## src/rtl/hazard_pkg.sv

```systemverilog
// Shared definitions for the register hazard scoreboard: default address
// width, counter width helper and the widest counter type.
package hazard_pkg;

  localparam int REG_ADDR_W_DEF = 4;

  // Wide enough for LOAD_LAT + PIPE_WB_DIST up to 4 + 4.
  localparam int CNT_W_MAX = 4;

  typedef logic [CNT_W_MAX-1:0] sb_cnt_t;

  function automatic int cnt_width(input int load_lat, input int wb_dist);
    return $clog2(load_lat + wb_dist + 1);
  endfunction

endpackage

```

## src/rtl/hazard_sb_entry.sv

```systemverilog
// One scoreboard entry: a saturating down-counter with clear, load and
// decrement, in that order of priority.
module hazard_sb_entry
  import hazard_pkg::*;
#(
  parameter int CNT_W = cnt_width(1, 2)
) (
  input  logic             clk,
  input  logic             rst_n,
  input  logic             clear,
  input  logic             load,
  input  logic [CNT_W-1:0] load_val,
  input  logic             dec_en,
  output logic [CNT_W-1:0] cnt
);

  always_ff @(posedge clk or negedge rst_n) begin
    if (!rst_n) begin
      cnt <= '0;
    end else if (clear) begin
      cnt <= '0;
    end else if (load) begin
      cnt <= load_val;
    end else if (dec_en && (cnt != '0)) begin
      cnt <= cnt - 1'b1;
    end
  end

endmodule

```

## src/rtl/hazard_scoreboard.sv

```systemverilog
// Per-register hazard scoreboard for the ID stage. Define HAZARD_FWD_EN when
// the pipeline forwards results, so only load latency needs to be covered.
module hazard_scoreboard
  import hazard_pkg::*;
#(
  parameter int REG_ADDR_W   = REG_ADDR_W_DEF,
  parameter int NUM_SRC      = 2,
  parameter int LOAD_LAT     = 1,
  parameter int PIPE_WB_DIST = 2
) (
  input  logic                          clk,
  input  logic                          rst_n,
  input  logic [NUM_SRC*REG_ADDR_W-1:0] id_src,
  input  logic [NUM_SRC-1:0]            id_src_valid,
  input  logic                          id_fire,
  input  logic [REG_ADDR_W-1:0]         id_dest,
  input  logic                          id_wb_en,
  input  logic                          id_memread,
  input  logic                          mem_ready,
  input  logic                          flush,
  output logic                          hazard_detected,
  output logic [NUM_SRC-1:0]            hazard_mask,
  output logic                          busy
);

  localparam int NUM_ENT = 2 ** REG_ADDR_W;
  localparam int CNT_W   = cnt_width(LOAD_LAT, PIPE_WB_DIST);

`ifdef HAZARD_FWD_EN
  localparam sb_cnt_t LOAD_ISSUE = sb_cnt_t'(LOAD_LAT);
  localparam sb_cnt_t ALU_ISSUE  = '0;
`else
  localparam sb_cnt_t LOAD_ISSUE = sb_cnt_t'(LOAD_LAT + PIPE_WB_DIST);
  localparam sb_cnt_t ALU_ISSUE  = sb_cnt_t'(PIPE_WB_DIST);
`endif

  logic [CNT_W-1:0]   cnt [NUM_ENT];
  logic [NUM_ENT-1:0] entry_nz;
  logic [CNT_W-1:0]   issue_val;
  logic               fire_eff;

  always_comb begin
    issue_val = id_memread ? LOAD_ISSUE[CNT_W-1:0] : ALU_ISSUE[CNT_W-1:0];
  end

  always_comb begin
    hazard_mask = '0;
    for (int k = 0; k < NUM_SRC; k++) begin
      hazard_mask[k] = id_src_valid[k] &&
                       (cnt[id_src[k*REG_ADDR_W +: REG_ADDR_W]] != '0);
    end
  end

  // A stalled instruction must not claim its destination entry.
  assign hazard_detected = |hazard_mask;
  assign fire_eff        = id_fire && !hazard_detected;
  assign busy            = |entry_nz;

  for (genvar e = 0; e < NUM_ENT; e++) begin : g_entry
    hazard_sb_entry #(
      .CNT_W(CNT_W)
    ) u_entry (
      .clk     (clk),
      .rst_n   (rst_n),
      .clear   (flush),
      .load    (fire_eff && id_wb_en && (id_dest == REG_ADDR_W'(e))),
      .load_val(issue_val),
      .dec_en  (mem_ready),
      .cnt     (cnt[e])
    );
    assign entry_nz[e] = (cnt[e] != '0);
  end

endmodule

```

## config.mk

```make
export PLATFORM = sky130hd
export DESIGN_NAME = hazard_scoreboard
export DESIGN_NICKNAME = d
export VERILOG_FILES = /design/src/rtl/hazard_pkg.sv /design/src/rtl/hazard_sb_entry.sv /design/src/rtl/hazard_scoreboard.sv
export SDC_FILE = /design/constraint.sdc
export NUM_CORES = 1
export LEC_CHECK = 0
export CAP_MARGIN = 40
export CORE_ASPECT_RATIO = 1.1
export CORE_MARGIN = 1.5
export CORE_UTILIZATION = 45
export CTS_BUF_LIST = sky130_fd_sc_hd__clkbuf_2 sky130_fd_sc_hd__clkbuf_4 sky130_fd_sc_hd__clkbuf_8
export CTS_CLUSTER_DIAMETER = 150
export DETAILED_ROUTE_END_ITERATION = 10
export PLACE_DENSITY = 0.66
export SLEW_MARGIN = 30
export SYNTH_ARGS = -nofsm -noshare
export SYNTH_HDL_FRONTEND = slang
export SYNTH_SLANG_ARGS = --single-unit
```

## constraint.sdc

```tcl
create_clock -name clk -period 4.7 [get_ports clk]
set_input_delay 0.94 -clock clk [delete_from_list [all_inputs] [get_ports clk]]
set_output_delay 0.94 -clock clk [all_outputs]
set_load 0.05 [all_outputs]
```

# Yosys cells after proc, flatten, opt, wreduce, memory -nomap -nowiden
# Index checks and enable logic that the tools add are counted.
classes:
  addsub: 16
  order_cmp: 2
  n_eq_ne: 15
  muxes: 55
  n_bitwise: 2
  n_reduce_logical: 74
op_table:
  columns: ["op", "count"]
  rows:
  - ["$mux W2", 52]
  - ["$reduce_bool A3 Y1", 16]
  - ["$logic_and A1 B1 Y1", 36]
  - ["$reduce_bool A2 Y1", 18]
  - ["$eq A4 B4 Y1 const B", 8]
  - ["$sub A2 B1 Y2 const B", 16]
  - ["$bmux W2 S4", 2]
  - ["$eq A4 B3 Y1 const B", 4]
  - ["$reduce_or A16 Y1", 1]
  - ["$ge A5 B5 Y1 const B", 2]
  - ["$not A4 Y5", 2]
  - ["$eq A4 B2 Y1 const B", 2]
  - ["$eq A4 B1 Y1 const B", 1]
  - ["$logic_not A4 Y1", 1]
  - ["$reduce_or A2 Y1", 1]
  - ["$logic_not A1 Y1", 1]
  - ["$mux W1", 1]
word_totals:
  ff_bits: 32
  in_bits: 21
  wordCells: 180

# Logic depth before layout (Yosys ltp)
logic_depth:
  depth_word: 13
  depth_mapped: 9

# By module
# From an unflattened synthesis, not the netlist that was laid out.
unflattened:
  cells_unflattened: 306
  hier_area_um2: 3044.2
modules_own_cells:
  columns: ["mod", "n_inst", "cells_each", "area_per_inst_um2", "seq_area_each_um2"]
  rows:
  - ["hazard_sb_entry", 16, 14, 150.1, 50.0]
  - ["hazard_scoreboard", 1, 82, 641.9, 0.0]

# Least setup slack after synthesis
# No wires, ideal clock.
synth_path:
  path_type: "input -> output"
  startpoint: "input id_src[4]"
  endpoint: "output hazard_detected"
  arrival_ns: 3.054
  required_ns: 3.760
  path_slack_ns: 0.706
  stages: 7
  n_path_buf: 2
  path_cell_list: "buf_2 a2111oi_0 nor4_1 o32ai_2 nor2_4 buf_4 inv_1"
synth_via:
  elab_chain_cells: 7
synth_lines:
  columns: ["item", "line", "source"]
  rows:
  - ["start: declaration", "hazard_scoreboard.sv:13", "input logic [NUM_SRC*REG_ADDR_W-1:0] id_src,"]
  - ["$not A4 Y5 (implied by the code)", "hazard_scoreboard.sv:50", "(cnt[id_src[k*REG_ADDR_W +: REG_ADDR_W]] != '0);"]
  - ["$bmux W2 S4", "hazard_scoreboard.sv:50", null]
  - ["$mux W2 (implied by the code) (2 in a row)", "hazard_scoreboard.sv:50", null]
  - ["$reduce_bool A2 Y1", "hazard_scoreboard.sv:50", null]
  - ["$logic_and A1 B1 Y1", "hazard_scoreboard.sv:49", "hazard_mask[k] = id_src_valid[k] &&"]
  - ["via hazard_mask[1]", "hazard_scoreboard.sv:22", "output logic [NUM_SRC-1:0] hazard_mask,"]
  - ["$reduce_or A2 Y1", "hazard_scoreboard.sv:55", "assign hazard_detected = |hazard_mask;"]
  - ["end: declaration", "hazard_scoreboard.sv:21", "output logic hazard_detected,"]
# The timed path passes the listed nets, and every way through them passes these cells. The select of a mux whose other input is x is not followed.

# Worst setup path in the final report
layout_path:
  startpoint: "input id_src[0]"
  endpoint: "output hazard_detected"
layout_via:
  elab_chain_cells: 7
layout_lines:
  columns: ["item", "line"]
  rows:
  - ["$not A4 Y5 (implied by the code)", "hazard_scoreboard.sv:50"]
  - ["$bmux W2 S4", "hazard_scoreboard.sv:50"]
  - ["$mux W2 (implied by the code) (2 in a row)", "hazard_scoreboard.sv:50"]
  - ["$reduce_bool A2 Y1", "hazard_scoreboard.sv:50"]
  - ["$logic_and A1 B1 Y1", "hazard_scoreboard.sv:49"]
  - ["$reduce_or A2 Y1", "hazard_scoreboard.sv:55"]
# Every way passes these cells. The select of a mux whose other input is x is not followed.

==> results.rst <==
.. list-table::
   :header-rows: 1

   * - Metric
     - Value
   * - Result of the run
     - finished, final reports clean
   * - R2R setup slack
     - 2.25 ns
   * - Worst Skew
     - about 0.0064 ns
   * - Post-CTS setup buffers
     - 0
   * - Minimum setup slack after placement
     - ~0.74 ns
   * - Total power divided by cell area
     - 385 mW/mm2
   * - Total negative setup slack
     - 0 ns
   * - Sequential cell area fraction in the yosys report
     - between 30% and 40%
   * - Hold-fix buffers at CTS
     - 0
   * - Final Worst Setup Slack
     - approximately 0.75 ns
   * - Reg-to-reg startpoint
     - g_entry[1].u_entry.cnt[0]
   * - Most used standard cells in the synthesized netlist
     - 37 x inv_1, 32 x dfrtp_1, 22 x nor2b_1
   * - Starting DRT DRC Count
     - 154
   * - GRT Residual Overflow
     - 0
   * - Number of standard cells after synthesis
     - between 200 and 300
   * - DR pass1 iterations
     - 4
   * - TritonCTS clock tree
     - built
   * - # DRC
     - 0
   * - Worst hold path class
     - reg -> reg
   * - Cell type with the largest total area after synthesis
     - dfrtp_1
   * - Maximum clock path buffer count
     - 2
   * - Vias in the first global route
     - approximately 2000
   * - TritonCTS Buffers
     - 5
   * - Leakage dissipation
     - between 1 and 1.5 nW
   * - Maximum number of pins on one net before global-route repair
     - 33
   * - Critical path data required time
     - 3.76 ns
   * - Nature of the critical path endpoint
     - primary output
   * - Number of antenna-violating nets in the routed design
     - 0
   * - Resize count post-CTS
     - 0
   * - Largest fanout on the critical path
     - 13
   * - Post-detail-place hpwl
     - 4510 um
   * - Diode count
     - 0
   * - Register with the most flip-flops
     - g_entry.u_entry.cnt
   * - Synthesized area
     - around 0.0025 mm2
   * - Fill count
     - 508
   * - Vias per std cell
     - roughly 5.4
   * - Proportion of layout cells with a drive suffix above 1
     - a little under a tenth
   * - WS Path Type
     - in -> out
   * - Net count after synthesis
     - 331
   * - Starting utilization of the core area
     - between 40% and 50%
   * - Port Buffer Count
     - 24
   * - Final Net Count
     - roughly 360
   * - Final number of max-transition violations
     - 0
   * - Registers with the highest flip-flop counts
     - g_entry.u_entry.cnt (32)
   * - Number of instances on the worst hold path
     - 2
   * - Proportion of netlist area held by the largest area contributor
     - about a third
   * - Period Utilization, post-route
     - 84.1%
   * - Latest clock arrival within the worst-skew pair
     - between 0.2 and 0.3 ns
   * - Number of sinks handled by clock tree synthesis
     - 32
   * - Final weighted congestion of routability-driven global placement
     - roughly 0.87
   * - Flip-flop and latch count after synthesis
     - 32
   * - Async set or reset register ratio after synthesis
     - 100%
   * - Clock period minus worst slack
     - 3.95 ns
   * - EDFF count, synth
     - 0
   * - Placeable core region
     - 0.00533 mm2
   * - Total routing resource utilization after global routing
     - approximately 22%
   * - Relative area change from synthesis to final layout
     - 17.7%
   * - Startpoint kind of the worst setup timing path
     - input port
   * - Standard-cell rows
     - 28
   * - Number of ports placed on the die boundary
     - 25
   * - Die height
     - a little over 80 um
   * - Root Buffer Master
     - clkbuf_8
   * - Count of final hold-check violations
     - 0
   * - Synth Flop Type
     - dfrtp_1
   * - Unrepaired setup endpoints after global routing
     - no
   * - Via total after detailed routing
     - ~2100
   * - Post-DR wirelength/cell
     - about 15 um
   * - MaxCap Viol Count
     - 0
   * - Leading cell type by number of instances after synthesis
     - inv_1
   * - Cell types occupying the most area after synthesis
     - dfrtp_1 32%, ha_1 8.1%, xnor2_1 5.7%
   * - Reg clk slew, reported paths
     - around 0.070 ns
   * - Critical Path AT
     - approximately 3 ns
   * - Worst reg2reg endpoint
     - g_entry[7].u_entry.cnt[0]
   * - Number of H-tree levels
     - 2
   * - Maximum operating frequency
     - ~250 MHz
   * - Crit path launch
     - id_src[0]
   * - Count of synthesis-stage warnings from yosys
     - 0
   * - Initial antenna violation count
     - 0
   * - Worst IR Drop VDD
     - just under 0.2 mV
   * - Total die area
     - between 0.005 and 0.006 mm2
   * - End of the critical path
     - hazard_detected
   * - Avg Inst Size Synth
     - about 8.4 um2
   * - Die boundary width
     - 73.6 um
   * - Routed wire length
     - around 6000 um
   * - Worst-Margin Slew
     - ~0.68 ns
   * - Final setup violation count
     - 0
   * - Count of unique library cells instantiated by Yosys
     - 39
   * - Worst slew margin
     - 53.8%
   * - Global-route wire length before repair
     - approximately 10000 um
   * - Cells on worst reg2reg path
     - 8
   * - Max FFs per register
     - 32
layer usage:
| layer | vias up | wire (um) | global-route usage, % |
|---|---|---|---|
| li1 | 1093 | - | - |
| met1 | 976 | 2820 | 29.9 |
| met2 | 52 | 2790 | 35.9 |
| met3 | 11 | 296 | 4.39 |
| met4 | 0 | 122 | 7.59 |
| met5 | - | 0 | 0 |
cell type report:
class	count	area [um2]	area share, %
clock buffer	7	96.3	3.31
sequential	32	801	27.6
inverter	37	139	4.78
multi-input combinational	215	1470	50.6
timing repair buffer	28	275	9.47
tap	75	93.8	3.23
clock inverter	1	30.0	1.03
how the worst min path moves through the flow:
stage / from / end / slack (ns)
after floorplan: g_entry[15].u_entry.cnt[0] / g_entry[15].u_entry.cnt[0] / 0.56
after global placement: g_entry[15].u_entry.cnt[0] / g_entry[15].u_entry.cnt[0] / 0.58
after detailed placement: g_entry[15].u_entry.cnt[0] / g_entry[15].u_entry.cnt[0] / 0.59
after CTS: g_entry[15].u_entry.cnt[0] / g_entry[15].u_entry.cnt[0] / 0.60
after global routing: g_entry[6].u_entry.cnt[0] / g_entry[6].u_entry.cnt[0] / 0.64
final: g_entry[6].u_entry.cnt[0] / g_entry[6].u_entry.cnt[0] / 0.60
metrics by stage:
step | hold slack, ns | total power, mW | std cells | instance area [um2] | utilization (%)
6_report | 0.603 | 1.12 | 395 | 2910 | 54.6
5_1_grt | 0.638 | 1.21 | 395 | 2910 | 54.6
4_1_cts | 0.604 | 1.13 | 395 | 2910 | 54.6
3_5_place_dp | 0.588 | 0.828 | 387 | 2780 | 52.2
3_3_place_gp | 0.584 | 0.822 | 387 | 2780 | 52.2
2_1_floorplan | 0.562 | 0.694 | 294 | 2470 | -
critical path: stages:
cell and delay [ns]:
clkdlybuf4s50_1 0.73, nor3_1 0.09, a2111oi_0 0.38, nor4_1 0.12
o32ai_2 0.39, nor2_4 0.09, inv_1 0.11, buf_12 0.14
cell families after synthesis:
logic type / count (synthesis) / share of synthesized area (%)
AO/OA/AOI/OAI: 75 / 21.6
multiplexers: 2 / 1.82
XOR/XNOR: 16 / 5.68
AND/OR/NAND/NOR: 106 / 22.4
flip-flops: 32 / 32.4
buffers and inverters: 47 / 7.96
adder cells (fa/ha/maj): 16 / 8.11
power breakdown:
group	switching, mW	internal (mW)
Clock	0.108	0.187
Combinational	0.255	0.199
Sequential	0.0462	0.322
placed cells by master (no fill, tap or decap), drive strengths merged, types with 16 or more instances in the layout:
cell / synthesis / routed
nor2b: 22 / 22
o21ai: 16 / 16
clkdlybuf4s50: 0 / 21
nor2: 17 / 17
ha: 16 / 16
inv: 37 / 37
xnor2: 16 / 16
dfrtp: 32 / 32
nand2: 21 / 21
a21oi: 25 / 25
(Power assumes the default switching activity.)
